[config.mk]
export PLATFORM = sky130hd
export DESIGN_NAME = pipereg_elastic
export DESIGN_NICKNAME = d
export VERILOG_FILES = /design/src/rtl/pipereg_elastic.sv
export SDC_FILE = /design/constraint.sdc
export NUM_CORES = 1
export LEC_CHECK = 0
export CAP_MARGIN = 20
export CORE_MARGIN = 4
export CORE_UTILIZATION = 53
export DETAILED_ROUTE_END_ITERATION = 8
export PLACE_DENSITY = 0.95
export RECOVER_POWER = 25
export SYNTH_ARGS = -nofsm -noshare
export SYNTH_HDL_FRONTEND = slang
export SYNTH_SLANG_ARGS = --single-unit
[constraint.sdc]
create_clock -name clk -period 10.74 [get_ports clk]
set_input_delay 1.611 -clock clk [delete_from_list [all_inputs] [get_ports clk]]
set_output_delay 1.611 -clock clk [all_outputs]
set_load 0.01 [all_outputs]
[src/rtl/pipereg_elastic.sv]
// pipereg_elastic: DEPTH-stage pipeline register carrying payload + control,
// with a per-stage valid bit, hazard stall, per-stage flush and optional
// bubble collapsing while stalled.
module pipereg_elastic #(
    parameter int unsigned DATA_W     = 32,
    parameter int unsigned CTRL_W     = 8,
    parameter int unsigned DEPTH      = 2,
    parameter bit          COLLAPSE   = 1'b0,
    parameter bit          CLEAR_DATA = 1'b0
) (
    input  logic                         clk,
    input  logic                         nrst,
    input  logic                         in_valid,
    input  logic [DATA_W-1:0]            in_data,
    input  logic [CTRL_W-1:0]            in_ctrl,
    output logic                         in_ready,
    input  logic                         stall,
    input  logic [DEPTH-1:0]             flush,
    output logic                         out_valid,
    output logic [DATA_W-1:0]            out_data,
    output logic [CTRL_W-1:0]            out_ctrl,
    output logic [$clog2(DEPTH+1)-1:0]   occupancy
);

    localparam int unsigned LAST  = DEPTH - 1;
    localparam int unsigned OCC_W = $clog2(DEPTH + 1);

    logic [DEPTH-1:0]  v_q;
    logic [DATA_W-1:0] data_q [DEPTH];
    logic [CTRL_W-1:0] ctrl_q [DEPTH];

    logic [DEPTH-1:0]  adv;
    logic [DEPTH-1:0]  src_v;
    logic [DATA_W-1:0] src_data [DEPTH];
    logic [CTRL_W-1:0] src_ctrl [DEPTH];

    // Advance enables, walking from the last stage back to stage 0.
    // The recursive adv[k] = adv[k+1] || !v[k] is flattened into a running
    // "bubble at or below k" flag so the enable vector has no self-loop.
    always_comb begin
        logic bubble_seen;
        bubble_seen = 1'b0;
        adv         = '0;
        for (int unsigned i = 0; i < DEPTH; i++) begin
            bubble_seen    = bubble_seen | ~v_q[LAST-i];
            adv[LAST-i]    = ~stall | (COLLAPSE & bubble_seen);
        end
    end

    // Source of each stage: the inputs for stage 0, the previous stage otherwise.
    always_comb begin
        src_v[0]    = in_valid;
        src_data[0] = in_data;
        src_ctrl[0] = in_ctrl;
        for (int unsigned k = 1; k < DEPTH; k++) begin
            src_v[k]    = v_q[k-1];
            src_data[k] = data_q[k-1];
            src_ctrl[k] = ctrl_q[k-1];
        end
    end

    // Stage registers: reset > flush > advance > hold; ctrl is zero in any bubble.
    always_ff @(posedge clk) begin
        if (!nrst) begin
            v_q <= '0;
            for (int unsigned k = 0; k < DEPTH; k++) begin
                data_q[k] <= '0;
                ctrl_q[k] <= '0;
            end
        end else begin
            for (int unsigned k = 0; k < DEPTH; k++) begin
                if (flush[k]) begin
                    v_q[k]    <= 1'b0;
                    ctrl_q[k] <= '0;
                    if (CLEAR_DATA) begin
                        data_q[k] <= '0;
                    end
                end else if (adv[k]) begin
                    v_q[k]    <= src_v[k];
                    ctrl_q[k] <= src_v[k] ? src_ctrl[k] : '0;
                    data_q[k] <= src_data[k];
                end
            end
        end
    end

    // Occupancy is the popcount of the stage valid bits.
    always_comb begin
        occupancy = '0;
        for (int unsigned k = 0; k < DEPTH; k++) begin
            occupancy = occupancy + OCC_W'(v_q[k]);
        end
    end

    assign in_ready  = adv[0];
    assign out_valid = v_q[LAST];
    assign out_data  = data_q[LAST];
    assign out_ctrl  = ctrl_q[LAST];

endmodule

-- Yosys cells after proc, flatten, opt, wreduce, memory -nomap -nowiden
Memory sizes are Yosys's and may differ from the RTL's.
Index checks and enable logic that the tools add are counted.
- memories kept: 2
- output and inout port bits: 44
- input bits: 46
- flip-flop bits (word level): 2
- logic and storage cells: 37
- memory bits (writable): 80
- bitwise operators: 8
- mux-type cells: 22
- reduce and logical (&&, ||, !) cells: 2
- $add $sub $neg: 1
- memories (name ; words ; width ; rd ports ; clocked after Yosys merged registers in ; wr ports ; line ; source):
    data_q ; 2 ; 32 ; 2 ; 0 ; 2 ; 29 ; logic [DATA_W-1:0] data_q [DEPTH];
    ctrl_q ; 2 ; 8 ; 2 ; 0 ; 2 ; 30 ; logic [CTRL_W-1:0] ctrl_q [DEPTH];
- operators by type and width (cell ; number):
    2-to-1 mux 32 bit ; 2
    2-to-1 mux 8 bit ; 6
    2-to-1 mux 1 bit ; 14
    OR 1 bit ; 6
    OR reduction 2 bit ; 2
    adder 1 x 1 -> 2 bit ; 1
    inverter 1 bit ; 2

-- Depth between registers and ports, before layout
- depth after elaboration: 5
- depth in mapped cells: 5
- mapped depth without buffers: 2

-- Worst setup path after synthesis
OpenSTA, ideal clock, no wires.
- path type: input port to flip-flop
- from: input port stall
- to: memory data_q[0][0] (enable)
- path slack: 6.236 ns
- path buffers: 1
- stages: 2
- arrival time: 4.039 ns
- library setup time: 0.466 ns
- required time: 10.274 ns
- path through: buf_6 o21ai_0
- RTL lines (item ; line ; source):
    start, declared ; 17 ; input logic stall,
    end, declared ; 29 ;

-- Worst setup path after layout
- from: input port stall
- to: output port in_ready
- longest elaborated chain between the ends: 1
- RTL lines (item ; line ; source):
    inverter 1 bit ; 46 ; adv[LAST-i] = ~stall | (COLLAPSE & bubble_seen);
    end, declared ; 16 ; output logic in_ready,
Every way passes these cells.

==> parameters.txt <==
Parameter                              Value

Synth
  Count of synthesis-stage warnings from yosys ... 0
  Proportion of synthesized chip area in sequential cells ... 66.78%
  Primary flip-flop cell chosen by synthesis mapping ... edfxtp_1
  Number of synthesized register bits ... 82
  Number of instances in the synthesized netlist ... 229
  EDFF count, synth ... 80
  Summed instance area of the synthesized netlist ... 3657 µm²
  Count of different cell masters after synthesis ... 17
  Syn_area_per_cell ... 15.97 µm²
  Number of nets produced by synthesis ... 276
  Post-synth ARST share ... 0%

Global route
  Antenna violations before repair ... 0
  Wire length of the first global-routing pass ... 9701 µm
  Total overflow reported by the global router ... 0
  Vias in the first global route ... 1958
  GR Util All Layers ... 15.38%
  Pin count of the biggest net entering global routing ... 73

CTS
  CTS tree ... built
  Number of buffers inserted by hold repair at cts ... 0
  Count of clock tree sinks ... 82
  Clock latency on the worst-skew pair ... 0.35 ns
  Maximum level of the CTS H-tree ... 3
  Setup Fix Bufs, Post-CTS ... 0
  Number of gates given a new drive strength after cts ... 0
  Clock-pin slew on the worst setup and hold paths ... 0.09 ns
  Number of buffers created by CTS ... 9
  Cell at the root of the clock tree ... clkbuf_8
  Buffer depth of the longest clock path ... 2

Floorplanning
  Die footprint ... 8294 µm²
  Die Y-Extent ... 91.07 µm
  Effective utilization at floorplan ... 54.13%
  Number of primary I/O pins ... 90
  Area inside the core boundary ... 6756 µm²
  Std cell rows ... 30
  X dimension of the die ... 91.07 µm

Detailed routing
  Top sig layer ... met4
  Met2 wire length ... 3270 µm
  Count of vias placed by the detailed router ... 1967
  ANT nets after route ... 0
  Final routed DRC violation total ... 0
  Number of DRC markers after the initial detailed-route iteration ... 65
  Final wirelength ... 6236 µm
  Sum of routed wire segments on met1 ... 2480 µm
  Length of routed met3 wiring ... 358 µm
  Per-cell routed wire length ... 17.32 µm
  Number of detailed-routing iterations run before antenna repair ... 5
  Per-cell via count in the routed design ... 5.464

Timing
  Unrepaired setup endpoints after global routing ... no
  Total Neg Setup Slack ... 0 ns
  Final slew viol count ... 0
  Transition at the pin with the smallest max-transition slack ... 0.9932 ns
  Setup violations, final ... 0
  Fmax ... 197.7 MHz
  Final-report hold violation count ... 0
  Final worst setup slack ... 5.681 ns
  Worst slew slack as a fraction of its limit ... 33.78%
  Clock Skew ... 0.01418 ns
  Final period util ... 47.11%
  Min Clock Period, post-route ... 5.059 ns

Min path
  Min-delay worst type ... flop to flop

Placed design
  RD Place Congestion ... 0.7533
  Detailed-placement wirelength estimate ... 4074 µm
  Placed Area ... 4237 µm²
  # port buffers ... 89
  Post-placement cell count ... 344
  Worst Setup Slack post-DPL ... 5.721 ns

Critical path
  Type of the worst setup path ... input pin to output pin
  Kind of start point of the critical path ... input pin
  Critical-path maximum fanout ... 65
  Data required time at the worst endpoint ... 9.13 ns
  Nature of the critical path endpoint ... output pin
  Critical Path AT ... 3.45 ns

Run
  Number of max-capacitance violations reported ... 0

Layout
  Antenna diodes ... 0
  Layout net count ... 322
  Fin area ... 4407 µm²
  Syn-to-layout area delta ... 20.49%
  Fraction of layout cells with a size suffix above 1 ... 7.500%
  Final instance count without filler cells ... 360

Pwr
  Static power due to leakage ... 0.001678 µW
  Worst-case vdd ir drop ... 60.28 µV
  Cell area power density ... 145.6 nW/µm²

Status
  Status ... complete, no violations
layout by cell type, fill, tap and decap left out, types with 2 or more instances in the layout:
master	instances
and4bb_1	2
and2_1	8
nand3b_1	2
dlygate4sd3_1	34
inv_6	2
o21ai_4	2
clkdlybuf4s50_1	54
clkbuf_8	9
and2_0	8
mux2i_1	2
dfxtp_1	2
and4_1	63
nor3b_1	2
edfxtp_1	80
cell type report:
| cell class | count | area (µm²) |
|---|---|---|
| tap | 80 | 100.1 |
| sequential | 82 | 2442 |
| clock buffer | 10 | 127.6 |
| multi-input combinational | 92 | 794.5 |
| clock inverter | 6 | 50.05 |
| inverter | 1 | 6.256 |
| timing repair buffer | 89 | 885.9 |
| fill | 469 | 2350 |
cell usage after synthesis, drive strengths merged (2+ instances only):
master,n,area (µm²)
and4,64,563.0
o21ai,2,10.01
and2,16,100.1
nand3b,2,15.01
edfxtp,80,2402
buf,50,414.2
mux2i,2,20.02
dfxtp,2,40.04
nor3b,2,15.01
clkbuf,4,15.01
and4bb,2,32.53
state kept, by name, indices dropped and copies added (netlist names):
| signal | cells |
|---|---|
| data_q | 64 |
| v_q | 2 |
| ctrl_q | 16 |
stage by stage:
step                      hold WS (ns)  total power (µW)  utilization, %
after floorplan                 0.4967             426.2               -
after global placement          0.5007             449.3           62.70
after detailed placement        0.5048             452.5           62.70
after CTS                       0.5279             650.0           65.33
after global routing            0.5467             666.5           65.22
final                           0.5248             641.7           65.22
final timing paths:
kind                              start                          to  slack (ns)  depth (start not counted)
min          ctrl_q[0][4]$_SDFFCE_PN0P_  ctrl_q[1][4]$_SDFFCE_PN0P_        0.52                          1
max reg2reg         v_q[0]$_SDFFE_PP0N_  ctrl_q[1][0]$_SDFFCE_PN0P_        9.67                          2
max                               stall                    in_ready        5.68                          3
min reg2reg  ctrl_q[0][4]$_SDFFCE_PN0P_  ctrl_q[1][4]$_SDFFCE_PN0P_        0.52                          1
routing by layer:
| metal | global-route usage [%] | up-vias |
|---|---|---|
| li1 | - | 964 |
| met1 | 17.42 | 918 |
| met2 | 26.12 | 73 |
| met3 | 4.391 | 12 |
| met4 | 8.417 | 0 |
| met5 | 0 | - |
worst max-delay path, stage by stage:
cell and delay [ns]:
dlygate4sd3_1 0.74, inv_4 0.43, clkdlybuf4s50_1 0.63
power by group:
part	switching [µW]	internal, µW
clock network	113	87.3
registers	5.01	374
logic	29.5	32.7
total	148	494
cells by family after synthesis:
family / after synthesis / share of synthesized area (%)
simple gates: 87 / 20.15
flops: 82 / 66.78
buf+inv: 55 / 11.91
compound gates: 2 / 0.2737
mux: 2 / 0.5474
fa+ha+maj: 1 / 0.3421
Note: power is estimated with default switching activity, not from simulation.
